**src/rtl/fetch_ctrl.sv**
```systemverilog
// Instruction-fetch PC sequencer: one outstanding IMem request at a time,
// decode-stage redirects (immediate or deferred), wait timeout and sticky fault.
module fetch_ctrl #(
  parameter logic [31:0] RESET_PC = 32'h0000_0000,
  parameter int unsigned MAX_WAIT = 255
) (
  input  logic        CLK,
  input  logic        rst,
  input  logic        StallF,
  input  logic        PCSrcD,
  input  logic [31:0] PCBranchD,
  input  logic        JumpD,
  input  logic [31:0] PCJumpD,
  output logic        IMemReq,
  output logic [31:0] IMemAddr,
  input  logic        IMemAck,
  input  logic [31:0] IMemRdata,
  output logic [31:0] PCF,
  output logic [31:0] PCPlus4F,
  output logic [31:0] RDF,
  output logic        ValidF,
  output logic        BusyF,
  output logic        ErrF
);

  localparam int unsigned XLEN = 32;
  localparam int unsigned CW   = 8;
  localparam logic [CW-1:0] WAIT_LIMIT = CW'(MAX_WAIT);

  typedef enum logic [1:0] {
    FETCH = 2'd0,
    READY = 2'd1,
    ERR   = 2'd2
  } state_e;

  state_e          state_q, state_d;
  logic [XLEN-1:0] pc_q, pc_d;
  logic [XLEN-1:0] rdf_q, rdf_d;
  logic [XLEN-1:0] pend_pc_q, pend_pc_d;
  logic            pend_q, pend_d;
  logic            valid_q, valid_d;
  logic            err_q, err_d;
  logic [CW-1:0]   cnt_q, cnt_d;

  logic            redir_c;
  logic [XLEN-1:0] redir_pc_c;
  logic [XLEN-1:0] seq_pc_c;
  logic [XLEN-1:0] next_pc_c;

  // Branch beats jump whenever both are asserted.
  assign redir_c    = PCSrcD | JumpD;
  assign redir_pc_c = PCSrcD ? PCBranchD : PCJumpD;
  assign seq_pc_c   = pc_q + XLEN'(4);

  // State register
  always_ff @(posedge CLK) begin
    if (rst) begin
      state_q   <= FETCH;
      pc_q      <= RESET_PC;
      rdf_q     <= '0;
      pend_pc_q <= '0;
      pend_q    <= 1'b0;
      valid_q   <= 1'b0;
      err_q     <= 1'b0;
      cnt_q     <= '0;
    end else begin
      state_q   <= state_d;
      pc_q      <= pc_d;
      rdf_q     <= rdf_d;
      pend_pc_q <= pend_pc_d;
      pend_q    <= pend_d;
      valid_q   <= valid_d;
      err_q     <= err_d;
      cnt_q     <= cnt_d;
    end
  end

  // Next-state logic
  always_comb begin
    state_d   = state_q;
    pc_d      = pc_q;
    rdf_d     = rdf_q;
    pend_pc_d = pend_pc_q;
    pend_d    = pend_q;
    cnt_d     = cnt_q;
    next_pc_c = seq_pc_c;

    unique case (state_q)
      FETCH: begin
        if (IMemAck) begin
          cnt_d = '0;
          if (redir_c || pend_q) begin
            // Returned word belongs to a squashed path: drop it and refetch.
            next_pc_c = redir_c ? redir_pc_c : pend_pc_q;
            pend_d    = 1'b0;
            if (next_pc_c[1:0] != 2'b00) begin
              state_d = ERR;
            end else begin
              pc_d = next_pc_c;
            end
          end else begin
            rdf_d   = IMemRdata;
            state_d = READY;
          end
        end else begin
          cnt_d = cnt_q + CW'(1);
          if (redir_c) begin
            pend_d    = 1'b1;
            pend_pc_d = redir_pc_c;
          end
          if (cnt_d == WAIT_LIMIT) begin
            state_d = ERR;
          end
        end
      end
      READY: begin
        if (!StallF) begin
          next_pc_c = redir_c ? redir_pc_c : seq_pc_c;
          if (next_pc_c[1:0] != 2'b00) begin
            state_d = ERR;
          end else begin
            pc_d    = next_pc_c;
            state_d = FETCH;
          end
        end
      end
      ERR: begin
        state_d = ERR;
      end
      default: begin
        state_d = ERR;
      end
    endcase

    valid_d = (state_d == READY);
    err_d   = (state_d == ERR);
  end

  // Request is masked by rst so memory never sees a request during reset.
  assign IMemReq  = (state_q == FETCH) & ~rst;
  assign BusyF    = IMemReq;
  assign IMemAddr = pc_q;
  assign PCF      = pc_q;
  assign PCPlus4F = seq_pc_c;
  assign RDF      = rdf_q;
  assign ValidF   = valid_q;
  assign ErrF     = err_q;

endmodule

```
**config.mk**
```make
export PLATFORM = sky130hd
export DESIGN_NAME = fetch_ctrl
export DESIGN_NICKNAME = d
export VERILOG_FILES = /design/src/rtl/fetch_ctrl.sv
export SDC_FILE = /design/constraint.sdc
export NUM_CORES = 1
export LEC_CHECK = 0
export CAP_MARGIN = 40
export CORE_ASPECT_RATIO = 0.9
export CORE_UTILIZATION = 40
export DETAILED_ROUTE_END_ITERATION = 10
export PLACE_DENSITY = 0.81
export SLEW_MARGIN = 20
export SYNTH_ARGS = -nofsm -noshare
export SYNTH_HDL_FRONTEND = slang
export SYNTH_SLANG_ARGS = --single-unit
```
**constraint.sdc**
```tcl
create_clock -name CLK -period 2.74 [get_ports CLK]
set_input_delay 0.685 -clock CLK [delete_from_list [all_inputs] [get_ports CLK]]
set_output_delay 0.685 -clock CLK [all_outputs]
set_load 0.05 [all_outputs]
```
==> results of run 1 <==
[logic make-up (layout without fill, tap and decap cells)]
kind of cell | after synthesis | count (layout) | share of synthesized area
and+or+nand+nor | 302 | 302 | 0.243
AOI/OAI and AO/OA | 251 | 251 | 0.254
buffers and inverters | 115 | 345 | 0.104
DFF | 109 | 109 | 0.350
xor gates and xnor gates | 29 | 29 | 0.0407
adders and majority gates | 3 | 3 | 0.00602
muxes | 1 | 1 | 0.00181
[how the worst max path moves through the flow]
stage,start,to,cells after the start
floorplan,IMemAddr[14],PCPlus4F[20],6
global placement,JumpD,IMemAddr[7],8
detailed placement,JumpD,IMemAddr[31],8
CTS,IMemAddr[2],PCPlus4F[24],8
global route,IMemAddr[2],PCPlus4F[28],9
finish,IMemAddr[2],PCPlus4F[28],9
[layer usage]
metal	vias to the layer above	wire length, um	global-route usage
li1	3313	-	-
met1	3312	8990	0.362
met2	381	10600	0.427
met3	47	1930	0.0428
met4	0	541	0.0767
met5	-	0	0
[cell usage in the layout, fill, tap and decap left out, drive strengths merged, types with 12 or more instances in the layout]
cell type,netlist,layout
a22o,13,13
nor2,92,92
nand3,13,13
a211oi,26,26
o22ai,16,16
dfxtp,109,109
a22oi,14,14
buf,61,116
xnor2,19,19
nand2,95,95
nand2b,12,12
a2bb2oi,12,12
nand4,12,12
a21oi,94,94
inv,11,13
clkdlybuf4s50,0,202
o21ai,40,40
nor3,16,16
nand3b,13,13
[critical path: cells and delay by family, from the launching register on]
kind	cells	cell delay, ns
xor+xnor	1	0.14
fa+ha+maj	1	0.13
buf+inv	4	0.71
flops	1	0.38
simple gates	3	0.41
[synthesized netlist by cell type, types with 13 or more instances]
master / instances / area (sq um)
nand2_1: 95 / 357
buf_4: 37 / 278
nand3b_1: 13 / 97.6
nor2_1: 90 / 338
a22oi_1: 14 / 105
o22ai_1: 16 / 100
a22o_1: 13 / 114
xnor2_1: 19 / 166
nor3_1: 15 / 75.1
a211oi_1: 26 / 195
a21oi_1: 94 / 470
clkbuf_1: 37 / 139
buf_2: 18 / 90.1
dfxtp_1: 109 / 2180
o21ai_0: 40 / 200
[flip-flops by register name, indices dropped and copies added (netlist names)]
signal	flops
ErrF	1
RDF	32
pend_q	1
IMemAddr	32
pend_pc_q	32
state_q	2
ValidF	1
cnt_q	8
[through the flow]
| stage | area, sq um | cells | total power [W] |
|---|---|---|---|
| after floorplan | 6510 | 810 | 0.00245 |
| after global placement | 9250 | 1194 | 0.00292 |
| after detailed placement | 9250 | 1194 | 0.00294 |
| after CTS | 9750 | 1226 | 0.00432 |
| after global routing | 9910 | 1238 | 0.00447 |
| final | 9910 | 1238 | 0.00433 |
[cell type report]
type,count,area (sq um),area share
clock buffer,11,254,0.0256
clock inverter,5,63.8,0.00644
inverter,11,41.3,0.00417
multi-input combinational,586,3760,0.380
sequential,109,2230,0.225
tap,198,248,0.0250
timing repair buffer,318,3310,0.334
[what timing repair did]
item | CTS | global route
buffers inserted | 16 | 13
gates resized for setup | 17 | 14
pin swaps | 12 | 13
endpoints found under the setup margin | 16 | 18
[power groups by stage]
stage               logic (W)  clock network [W]  registers (W)
finish                0.00119            0.00140        0.00174
global route          0.00125            0.00147        0.00175
CTS                   0.00117            0.00140        0.00174
detailed placement    0.00116                  0        0.00177
global placement      0.00115                  0        0.00177
floorplan            0.000568                  0        0.00188
==> impl_results.md, run 1 <==
- Crit path max-delay cell type: dfxtp_4
- Hold endpoint: RDF[27]
- Final hold vios: 0
- Comb pwr share: 0.275
- Filler Cell Count: between 1000 and 1500
- Die width: ~130 um
- IO buf count: 233
- Final HPWL from detailed placement: between 15000 and 20000 um
- Maximum clock path buffer count: 2
- Antenna cells: 0
- Outcome: finished with violations
- Post-synthesis sequential area ratio: 0.350
- Ports: between 200 and 250
- Dpl ws: -0.0185 ns
- WS Path Type: reg2out
- Final min period: 2.82 ns
- # hold bufs at CTS: 0
- Net Count, Synth: 915
- Crit share post-route: 1.03
- GRT Util Overall: 0.264
- Crit end category: output pin
- Post-Syn Area: approximately 6200 sq um
- Slew Limit Fails: 0
- Clk root buf: clkbuf_16
- Global-route wire length before repair: 33600 um
- Layout area overhead: 58.9%
- Initial antenna violation count: 0
- FP Rows: 42
- Post-synth EDFFs: 0
- Max incr delay on CP: 0.38 ns
- Mean Syn Cell Area: 7.70 sq um
- Crit-path max FO: 4
- Min Hold Slack: 0.454 ns
- Setup slack, reg-to-reg: 0.60 ns
- Residual DRC: 0
- # nets final: roughly 1100
- YS warnings: 0
- Main flop type after synthesis: dfxtp_1
- WL/cell: 17.8 um
- Clk_lat worst skew: 0.36 ns
- HP Start: RDF[27]
- Total gr overflow: 0
- Hold Path Depth: 2
- R2r worst-path depth: 7
- TritonCTS clock tree: done
- Cell variety after synth: 64
- Total clock sinks: around 110
- Critical R2R Launch: IMemAddr[11]
- Leak: 3.73 nW
- Failing checks: setup timing
- H-Tree Depth: 3
- Clock Power Share: 0.324
- Setup violations, final: 7
- Synth Instances: 810
- Max-cap violations: 0
- Clk slew on worst S/H paths: about 0.070 ns
- Layout cells sized above 1: 0.194
- Initial core utilization: 0.416
- DRT iter0 DRCs: 839
- Die Y-Extent: 120 um
- Worst relative slew slack: 0.531
- Ys async rst share: 0
- Min setup slack post-route: -0.0775 ns
- Critical path arrival: about 2.1 ns
- Int Pwr: 0.00295 W
- Worst Clk Skew: 0.0104 ns
- DRT Wirelength: around 22000 um
- Capturing point of the worst reg2reg path: IMemAddr[20]
- DR pass1 iterations: 5
- Setup TNS Final: -0.283 ns
- FF+latch count, synth: approximately 110
- Power per Cell Area: around 440 nW/um^2
- Die area: 16100 sq um
- P_sw: ~0.0014 W
- RSZ-0062 raised after global routing: true
- GPL Wtd Cong: 0.949
- Hold Path Class: reg2reg
- Req. time, crit path: around 2.1 ns
- Cell Chain, Critical Path: ha_4 > nand4_1 > buf_4 > nor4_4 > buf_4 > nand4_1 > buf_6 > xnor2_4 > buf_12
- CP startpoint kind: flip-flop
- Clock buffer count from CTS: 9
- Largest net degree at the start of global routing: 114
- Via/cell ratio: 5.70
- Sequential fraction of design power: 0.401
- Max frequency: 355 MHz
- Vias after detailed routing: slightly above 7000
- DRT antenna net count: 0
- Least-Margin Pin Slew: 0.703 ns
- Worst vdd ir: 0.342 mV
- Net Sw Frac: 0.318
- Vias in the first global route: 6313
- Finished Core Util: 0.662
- Core Box Area: 15000 sq um
Note: power is estimated with default switching activity, not from simulation.
==> run 2, diff against run 1 <==
- CORE_UTILIZATION: 40 -> 45
- PLACE_DENSITY: 0.81 -> 0.88
==> impl_results.md, run 2 (synthesis results as in run 1) <==
- Initial antenna violation count: 1
- Leak: 3.67 nW
- Setup slack, reg-to-reg: 0.40 ns
- Capturing point of the worst reg2reg path: IMemAddr[24]
- Vias after detailed routing: 7266
- R2r worst-path depth: 6
- # nets final: 1141
- TritonCTS clock tree: done
- Largest net degree at the start of global routing: 56
- Setup violations, final: 3
- Max frequency: about 360 MHz
- Clk root buf: clkbuf_16
- Worst vdd ir: 0.331 mV
- Final hold vios: 0
- Core Box Area: 13400 sq um
- Worst relative slew slack: 0.472
- GPL Wtd Cong: 0.906
- H-Tree Depth: 3
- Dpl ws: -0.0447 ns
- Post-route cell area: a little under 10000 sq um
- Commonest cells after routing, fill and taps aside: clkdlybuf4s50_1, a21oi_1, nand2_1
- Critical R2R Launch: state_q[1]
- WL/cell: 18.8 um
- Hold Path Class: reg2reg
- Req. time, crit path: roughly 2.1 ns
- # hold bufs at CTS: 0
- Total clock sinks: 109
- Crit end category: output pin
- Power Total: 0.00412 W
- Maximum clock path buffer count: 2
- Most common cell after layout, fill and taps aside: clkdlybuf4s50_1
- Die width: 126 um
- GRT Util Overall: 0.297
- Placed inst area: 9100 sq um
- Initial core utilization: 0.465
- DR pass1 iterations: 5
- Clk slew on worst S/H paths: about 0.07 ns
- Power per Cell Area: between 400 and 500 nW/um^2
- Die Y-Extent: 114 um
- Layout area overhead: 56.4%
- Min Hold Slack: 0.455 ns
- Via/cell ratio: 6.01
- WS Path Type: reg2out
- CP endpoint: PCPlus4F[28]
- DRT iter0 DRCs: 878
- Clock buffer count from CTS: 9
- Antenna cells: 0
- Worst Setup SP: IMemAddr[2]
- DRT Wirelength: 22800 um
- Global-route wire length before repair: 33700 um
- Final Instance Count excl. Fillers: 1209
- Least-Margin Pin Slew: 0.791 ns
- Placed Cells incl. Taps: 1158
- Die area: 14300 sq um
- Residual DRC: 0
- Crit-path max FO: 3
- Total gr overflow: 0
- Final HPWL from detailed placement: 15300 um
- Final min period: 2.75 ns
- Vias in the first global route: around 6400
- Failing checks: setup timing
- Crit share post-route: 1.00
- Critical path arrival: 2.07 ns
- DRT antenna net count: 0
- Max-cap violations: 0
- Ports: 234
- Slew Limit Fails: 0
- Min setup slack post-route: -0.0122 ns
- Clk_lat worst skew: 0.35 ns
- Worst Clk Skew: 0.0102 ns
- RSZ-0062 raised after global routing: true
- Outcome: finished with violations
- Layout cells sized above 1: 0.191
- CP startpoint kind: flip-flop
- IO buf count: 233
- FP Rows: 40
==> run 2: critical path, stage by stage, from the launching register on <==
cell,delay [ns]
dfxtp_4,0.37
ha_4,0.14
nand4_1,0.14
buf_4,0.20
nor4_4,0.24
nand4_1,0.12
buf_4,0.18
xnor2_4,0.17
buf_12,0.15
==> run 2: timing repair <==
action                     CTS  global route
resized for setup           16            19
pin swaps                   11             9
buffers inserted            24            11
setup endpoints to repair   17            15
==> run 2: layer usage <==
metal  global-route usage  share of wire  vias up
met2                0.488           0.48      477
met5                    0        0.00057        -
li1                     -              -     3321
met4                0.112          0.035        2
met3               0.0760           0.10       87
met1                0.375           0.39     3379
==> run 2: layout make-up <==
type | instances | area, sq um
multi-input cells | 586 | 3750
fillers | 971 | 3660
repair buffers | 319 | 3250
flip-flops and latches | 109 | 2240
clock buffers | 12 | 236
well taps | 168 | 210
inverters | 11 | 41.3
clock inverters | 4 | 16.3
==> run 2: worst min-delay path by stage <==
| stage | depth (start not counted) | slack [ns] | endpoint | startpoint |
|---|---|---|---|---|
| 6_report | 2 | 0.46 | RDF[17] | RDF[17] |
| 2_1_floorplan | 2 | 0.45 | cnt_q[6] | cnt_q[6] |
| 4_1_cts | 2 | 0.45 | RDF[15] | RDF[15] |
| 3_5_place_dp | 2 | 0.45 | RDF[15] | RDF[15] |
| 5_1_grt | 2 | 0.47 | RDF[15] | RDF[15] |
| 3_3_place_gp | 2 | 0.44 | RDF[14] | RDF[14] |
==> run 2: through the flow <==
stage          utilization  setup TNS, ns
2_1_floorplan            -        -0.0193
3_3_place_gp         0.679              0
3_5_place_dp         0.679        -0.0447
4_1_cts              0.715              0
5_1_grt              0.727         -0.831
6_report             0.727        -0.0245
==> run 2: power by group <==
group / switching, W / internal, W / total [W]
combinational: 0.000695 / 0.000508 / 0.00120
sequential: 0.0000739 / 0.00166 / 0.00173
clock: 0.000574 / 0.000608 / 0.00118
total: 0.00134 / 0.00278 / 0.00412
==> run 3, diff against run 2 <==
- CAP_MARGIN: 40 -> unset
- REMOVE_ABC_BUFFERS: unset -> 1
==> impl_results.md, run 3 (synthesis results as in run 1) <==
- Outcome: finished with violations
- Failing checks: setup timing
- Worst vdd ir: 0.328 mV
- Max-cap violations: 0
- Crit share post-route: 1.04
- Final HPWL from detailed placement: 15000 um
- Finished Core Util: 0.728
- Hold Path Class: reg2reg
- Post-route cell area: 9770 sq um
- GPL Wtd Cong: 0.911
- Commonest cells after routing, fill and taps aside: clkdlybuf4s50_1, dfxtp_1, a21oi_1
- Sequential fraction of design power: 0.404
- Critical path arrival: around 2.2 ns
- DRT antenna net count: 0
- Min setup slack post-route: -0.0984 ns
- IO buf count: 233
- Least-Margin Pin Slew: 0.537 ns
- Clock Power Share: 0.313
- Int Pwr: 0.00285 W
- Vias after detailed routing: 7439
- Residual DRC: 0
- Setup violations, final: 12
- Crit-path max FO: 4
- Vias in the first global route: 6689
- # hold bufs at CTS: 0
- Crit end category: output pin
- Initial core utilization: 0.465
- Placed inst area: 9080 sq um
- Max incr delay on CP: 0.38 ns
- Most common cell after layout, fill and taps aside: clkdlybuf4s50_1
- Clock buffer count from CTS: 9
- Core Box Area: 13400 sq um
- WL/cell: about 19 um
- Max frequency: ~350 MHz
- Largest net degree at the start of global routing: 114
- Leak: approximately 3.7 nW
- Top Metal Used: met4
- Clk root buf: clkbuf_16
- Worst Clk Skew: 0.0111 ns
- Layout area overhead: 56.6%
- WP buf/inv: 3
- Req. time, crit path: 2.06 ns
- P_sw: ~0.0014 W
- Comb pwr share: 0.282
- Global-route wire length before repair: 33400 um
- Final hold vios: 0
- DRT Wirelength: between 20000 and 25000 um
- Metal1 wirelength: 8230 um
- Clk_lat worst skew: 0.36 ns
- CP startpoint kind: flip-flop
- TritonCTS clock tree: done
- Layout cells sized above 1: 0.184
- Worst relative slew slack: 0.641
- Cell Chain, Critical Path: ha_4 > nand4_1 > buf_6 > nor3_1 > buf_4 > xor2_1 > buf_12
- Total clock sinks: 109
- Routed wl met2: 10700 um
- Total gr overflow: 0
- Initial antenna violation count: 0
- Die width: 126 um
- Maximum clock path buffer count: 2
- Wire length on met3: 2950 um
- Die area: 14300 sq um
- Power per Cell Area: roughly 440 nW/um^2
- # nets final: 1144
- Top delay family on crit path: buffers and inverters
- FP Rows: 40
- Final min period: 2.84 ns
- Net Sw Frac: 0.337
- Clk slew on worst S/H paths: roughly 0.08 ns
- WS Path Type: reg2out
- Die Y-Extent: 114 um
- DRT iter0 DRCs: around 1100
- DR pass1 iterations: 6
- Slew Limit Fails: 0
- H-Tree Depth: 3
- GRT Util Overall: 0.289
- Crit path max-delay cell type: dfxtp_4
- Ports: between 200 and 250
- Via/cell ratio: 6.13
- RSZ-0062 raised after global routing: true
## run 3: worst min-delay path, cell delays in order, from the launching register on
cell	delay, ns
dfxtp_1	0.31
nand2_1	0.05
a21oi_1	0.05
## run 3: area by class of cell
type	instances	area [sq um]
sequential	109	2200
multi-input combinational	586	3620
inverter	11	41.3
tap	168	210
clock inverter	7	86.3
timing repair buffer	322	3390
clock buffer	9	225
fill	903	3650
antenna	1	2.50
## run 3: per-stage QoR
step                setup slack (ns)  std cells  setup TNS [ns]  total power (W)  hold slack, ns
floorplan                      -1.09        706          -29.81          0.00234           0.448
global placement              0.0260       1177               0          0.00291           0.440
detailed placement          -0.00752       1177        -0.00752          0.00293           0.446
CTS                          -0.0485       1202          -0.186          0.00426           0.458
global route                  -0.189       1212           -1.36          0.00444           0.477
finish                       -0.0984       1213          -0.671          0.00429           0.456
## run 3: path summary, 6_finish.rpt
check | end | from | cells past startpoint | slack [ns]
worst max-delay path | PCPlus4F[14] | IMemAddr[3] | 7 | -0.1
worst min-delay path | RDF[14] | RDF[14] | 2 | 0.46
worst max register to register | IMemAddr[15] | state_q[0] | 6 | 0.54
worst min register to register | RDF[14] | RDF[14] | 2 | 0.46
## run 3: metal layers
layer  vias to the layer above  GRT usage
li1                       3319          -
met1                      3377      0.350
met5                         -          0
met2                       637      0.493
met3                       106     0.0774
met4                         0      0.104
## run 3: timing repair
item,CTS,global route
pin swaps,8,11
gates resized for setup,29,23
setup buffers,9,10
setup endpoints to repair,15,17
hold endpoints to repair,0,0
## run 3: power by group through the flow
stage,Sequential (W),Combinational (W),Clock [W]
after floorplan,0.00196,0.000378,0
after global placement,0.00176,0.00116,0
after detailed placement,0.00176,0.00117,0
after CTS,0.00173,0.00118,0.00135
after global routing,0.00174,0.00127,0.00142
final,0.00173,0.00121,0.00134
